**src/rtl/interrupt_dispatcher.sv**
```systemverilog
// interrupt_dispatcher: fixed-priority request/ack/return handshake for 4 latched switch interrupts.
// Define INT_MASK_EN to add a writable per-source mask register (otherwise all sources enabled).
module interrupt_dispatcher #(
   parameter int VEC_W = 16,
   parameter logic [VEC_W-1:0] VEC_BASE = VEC_W'('h0100),
   parameter logic [VEC_W-1:0] VEC_STRIDE = VEC_W'('h0010)
) (
   input  logic             CLK,
   input  logic             CLR,
   input  logic [3:0]       Pending,
   input  logic             GIE,
   input  logic             IntAck,
   input  logic             Reti,
   input  logic             MaskWrite,
   input  logic [3:0]       MaskIn,
   output logic             IRQ,
   output logic [VEC_W-1:0] Vector,
   output logic [1:0]       ActiveId,
   output logic [3:0]       ClrSrc,
   output logic             Busy
);
   typedef enum logic [1:0] {IDLE, REQ, SERVICE} state_t;
   state_t state, state_n;
   logic [3:0] mask, elig, clr_n;
   logic [1:0] sel, id_n;
   logic [VEC_W-1:0] vec_n;
   logic irq_n, busy_n;
`ifdef INT_MASK_EN
   always_ff @(posedge CLK)
      if (CLR) mask <= 4'b1111;
      else if (MaskWrite) mask <= MaskIn;
`else
   logic unused_mask;
   assign unused_mask = ^{MaskWrite, MaskIn};
   assign mask = 4'b1111;
`endif
   assign elig = Pending & mask;
   assign sel = elig[0] ? 2'd0 : elig[1] ? 2'd1 : elig[2] ? 2'd2 : 2'd3;
   always_comb begin
      state_n = state;
      irq_n = IRQ;
      vec_n = Vector;
      id_n = ActiveId;
      clr_n = 4'b0000;
      busy_n = Busy;
      case (state)
         IDLE:
            if (GIE && elig != 4'b0000) begin
               id_n = sel;
               vec_n = VEC_BASE + VEC_STRIDE * VEC_W'(sel);
               irq_n = 1'b1;
               state_n = REQ;
            end
         REQ:
            if (IntAck) begin
               irq_n = 1'b0;
               clr_n = 4'b0001 << ActiveId;
               busy_n = 1'b1;
               state_n = SERVICE;
            end else if (!GIE) begin
               irq_n = 1'b0;
               state_n = IDLE;
            end
         SERVICE:
            if (Reti) begin
               busy_n = 1'b0;
               state_n = IDLE;
            end
         default: state_n = IDLE;
      endcase
   end
   always_ff @(posedge CLK)
      if (CLR) begin
         state <= IDLE;
         IRQ <= 1'b0;
         Vector <= '0;
         ActiveId <= 2'd0;
         ClrSrc <= 4'b0000;
         Busy <= 1'b0;
      end else begin
         state <= state_n;
         IRQ <= irq_n;
         Vector <= vec_n;
         ActiveId <= id_n;
         ClrSrc <= clr_n;
         Busy <= busy_n;
      end
endmodule
```
**config.mk**
```make
export PLATFORM = sky130hd
export DESIGN_NAME = interrupt_dispatcher
export DESIGN_NICKNAME = d
export VERILOG_FILES = /design/src/rtl/interrupt_dispatcher.sv
export SDC_FILE = /design/constraint.sdc
export NUM_CORES = 1
export LEC_CHECK = 0
export CORE_UTILIZATION = 36
export DETAILED_ROUTE_END_ITERATION = 16
export PLACE_DENSITY = 0.82
export SYNTH_ARGS = -nofsm -noshare
export SYNTH_HDL_FRONTEND = slang
export SYNTH_SLANG_ARGS = --single-unit
```
**constraint.sdc**
```tcl
create_clock -name CLK -period 3.5 [get_ports CLK]
set_clock_uncertainty 0.1 [all_clocks]
set_input_delay 0.525 -clock CLK [delete_from_list [all_inputs] [get_ports CLK]]
set_output_delay 0.525 -clock CLK [all_outputs]
set_load 0.01 [all_outputs]
```
==> results by group <==
Run status
  • Status: finished clean

Hold path
  • Hold_sp: Vector[8]$_SDFFE_PP0P_
  • Hold/Removal Path Class: reg2reg
  • Worst Hold Path Cells: 2
  • Hold Path Sink: Vector[8]$_SDFFE_PP0P_

Logic synthesis
  • Main combinational cell family by area after synthesis: buffers and inverters
  • Yosys warning total: 0
  • Synthesized area: between 500 and 600 um^2
  • Number of synthesized register bits: 11
  • Post-synth cell types: 23
  • Mux contribution to synthesized area: 0.0364
  • Sequential fraction of the synthesis area: 0.400
  • Mapped Cells: 61
  • Asr flop ratio synth: 0
  • Syn_area_per_cell: 9.03 um^2
  • Post-synth EDFFs: 0
  • Synth Area in Adders: 0
  • Fraction of the mapped netlist area in simple logic gates: 0.218
  • Main synth FF type: dfxtp_1
  • Post-Synth XOR/XNOR Area: 0
  • Fraction of the mapped netlist area in compound gates: 0.105

Finish
  • Share of layout cells above drive strength 1: 0.0875
  • Area growth from synthesis to layout: 29.5%
  • Nets: 95
  • Inserted Diodes: 0

Power
  • Power per standard cell area: 385 mW/mm^2
  • Worst vdd ir: between 0.2 and 0.25 mV
  • Pleak: a little under 0.3 nW

Floorplan
  • I/O pin count: 38
  • Die Span X: a little over 40 um
  • Core box area: 0.00137 mm^2
  • Std-Cell Rows: 13
  • Initial Util: 0.403
  • DIE AREA: about 0.0017 mm^2
  • Die height: between 40 and 50 um

GRT
  • Antenna violations before repair: 0
  • Global-route wire length before repair: 1.36 mm
  • Largest net degree at the start of global routing: 10
  • Busiest layer in global routing: met2
  • Grt ovf: 0
  • Total GRT Usage: 0.125
  • M2 GR Usage: 0.219
  • GR met3 Demand/Resource: 0.0652
  • Met1 GRT Util: 0.134
  • Vias in the first global route: 353

STA
  • Final Max Tran Viols: 0
  • Final min period: ~1900 ps
  • Setup TNS: 0 ps
  • Period utilisation layout: 0.547
  • Hold Violations, Final: 0
  • Max Clk Rate: 0.522 GHz
  • RSZ-0062 raised after global routing: no
  • Hold Slack: around 380 ps
  • Final Setup Violations: 0

Setup path
  • CP peak stage delay: 590 ps
  • CP delay by family, top: buffers and inverters
  • Crit path DAT: around 1300 ps
  • Crit start category: flop
  • CP cell instances: clkdlybuf4s50_1
  • Worst R2R End: Vector[5]$_SDFFE_PP0P_
  • Worst Setup Path Type: reg2out
  • FF-to-FF setup slack: 2290 ps
  • Worst Path Required: between 2000 and 3000 ps
  • Max Fanout on Critical Path: 6
  • CP endpoint kind: output port
  • R2r startpoint: state[1]$_SDFFE_PP0P_
  • R2R cell count: 3
  • Slowest cell on the critical path: clkdlybuf4s50_1
  • CP bufs+invs: 1

Clock tree
  • Postcts setup bufs: 0
  • Clock latency at the later pin of the worst-skew pair: approximately 270 ps
  • Reg clk slew, reported paths: 70 ps
  • Clock H-tree levels: 1
  • CTS Buffer Depth: 2
  • # clock sinks: 11
  • Num CTS Buffers: 3
  • Hold-fix buffer count after cts: 0
  • Clk root buf: clkbuf_4
  • CTS tree: yes
  • PostCTS Resize Cnt: 0

Placed design
  • Post-DP HPWL: 748 um
  • Gp weighted congestion: between 0.7 and 0.8
  • Port buffer count: 19

Routing
  • Post-Route WL: approximately 930 um
  • Starting DRT DRC Count: 5
  • Routed via count: around 430
  • Drt drc: 0
  • Via/cell ratio: ~4.5
  • Antenna viol nets, final: 0
  • Routed WL per cell: 9.83 um
  • Pre-Repair DR Iteration Count: 4

Job
  • Max-cap violations: 0
## how the worst max path moves through the flow
| stage | startpoint | end | slack [ps] | depth (start not counted) |
|---|---|---|---|---|
| after global placement | Pending[0] | ActiveId[0]$_SDFFE_PP0P_ | 1530 | 4 |
| after detailed placement | Pending[0] | ActiveId[0]$_SDFFE_PP0P_ | 1520 | 4 |
| after CTS | ActiveId[0]$_SDFFE_PP0P_ | ActiveId[0] | 1590 | 1 |
| after floorplan | Pending[0] | ActiveId[0]$_SDFFE_PP0P_ | 2030 | 3 |
| final | ActiveId[0]$_SDFFE_PP0P_ | ActiveId[0] | 1590 | 1 |
| after global routing | ActiveId[0]$_SDFFE_PP0P_ | ActiveId[0] | 1540 | 1 |
## power breakdown
group	switching (mW)	leakage [nW]	internal, mW
registers	0.00624	0.0900	0.132
logic	0.0242	0.190	0.0283
clock network	0.0401	0.0150	0.0440
total	0.0705	0.295	0.204
## cells in the final DEF (no fill, tap or decap)
master and n:
clkdlybuf4s50_1 19, conb_1 13, dfxtp_1 11, nor2_1 5, nor3_1 4, inv_1 3
a21oi_1 3, clkbuf_4 3, nand2b_1 2, mux2i_1 2, o21ai_0 2, a211o_2 1
or4_4 1, nor3b_2 1, nand2_4 1, and2_1 1, nand2_1 1, nor4bb_1 1
nand3b_1 1, o21a_1 1, a211oi_1 1, nor2b_1 1, o21bai_1 1, clkbuf_1 1
## worst reg2reg max path: cells and delay by family, from the launching register on
kind / cells / cell delay [ps]
and+or+nand+nor: 2 / 440
AOI/OAI and AO/OA: 1 / 230
DFF: 1 / 380
## cell usage after synthesis (all sizes together) (2+ instances only)
cell type / instances / area share
o21ai: 2 / 0.018
nand2: 2 / 0.027
nor3: 4 / 0.036
dfxtp: 11 / 0.40
buf: 16 / 0.21
nor2: 5 / 0.034
nand2b: 2 / 0.023
inv: 3 / 0.020
mux2i: 2 / 0.036
a21oi: 3 / 0.027
## metrics by stage
stage / utilization / instances / total power, mW / setup WS [ps] / instance area [um^2]
finish: 0.522 / 95 / 0.275 / 1590 / 713
global route: 0.522 / 95 / 0.292 / 1540 / 713
CTS: 0.522 / 95 / 0.277 / 1590 / 713
detailed placement: 0.503 / 91 / 0.193 / 1520 / 687
global placement: 0.503 / 91 / 0.192 / 1530 / 687
floorplan: - / 73 / 0.179 / 2030 / 596
## kinds of logic (layout without fill, tap and decap cells)
family | after synthesis | in the layout
DFF | 11 | 11
buffers and inverters | 19 | 26
muxes | 2 | 2
other | 1 | 13
AOI/OAI and AO/OA | 9 | 9
and+or+nand+nor | 19 | 19
## routing by layer
metal,vias to the layer above,wire [um]
li1,214,-
met5,-,0
met3,0,63
met2,19,489
met1,195,381
met4,0,0
## sequential cells by signal, indices dropped and copies added (netlist names)
| signal | flops |
|---|---|
| ActiveId | 1 |
| Busy | 1 |
| ClrSrc | 4 |
| IRQ | 1 |
| Vector | 2 |
| state | 2 |
## final cells by class
cell class                      count  area [um^2]
Inverter                            3         11.3
Fill cell                         146          653
Timing Repair Buffer               19          190
Clock buffer                        4         26.3
Sequential cell                    11          220
Multi-Input combinational cell     43          246
Tap cell                           15         18.8
(Power assumes the default switching activity.)
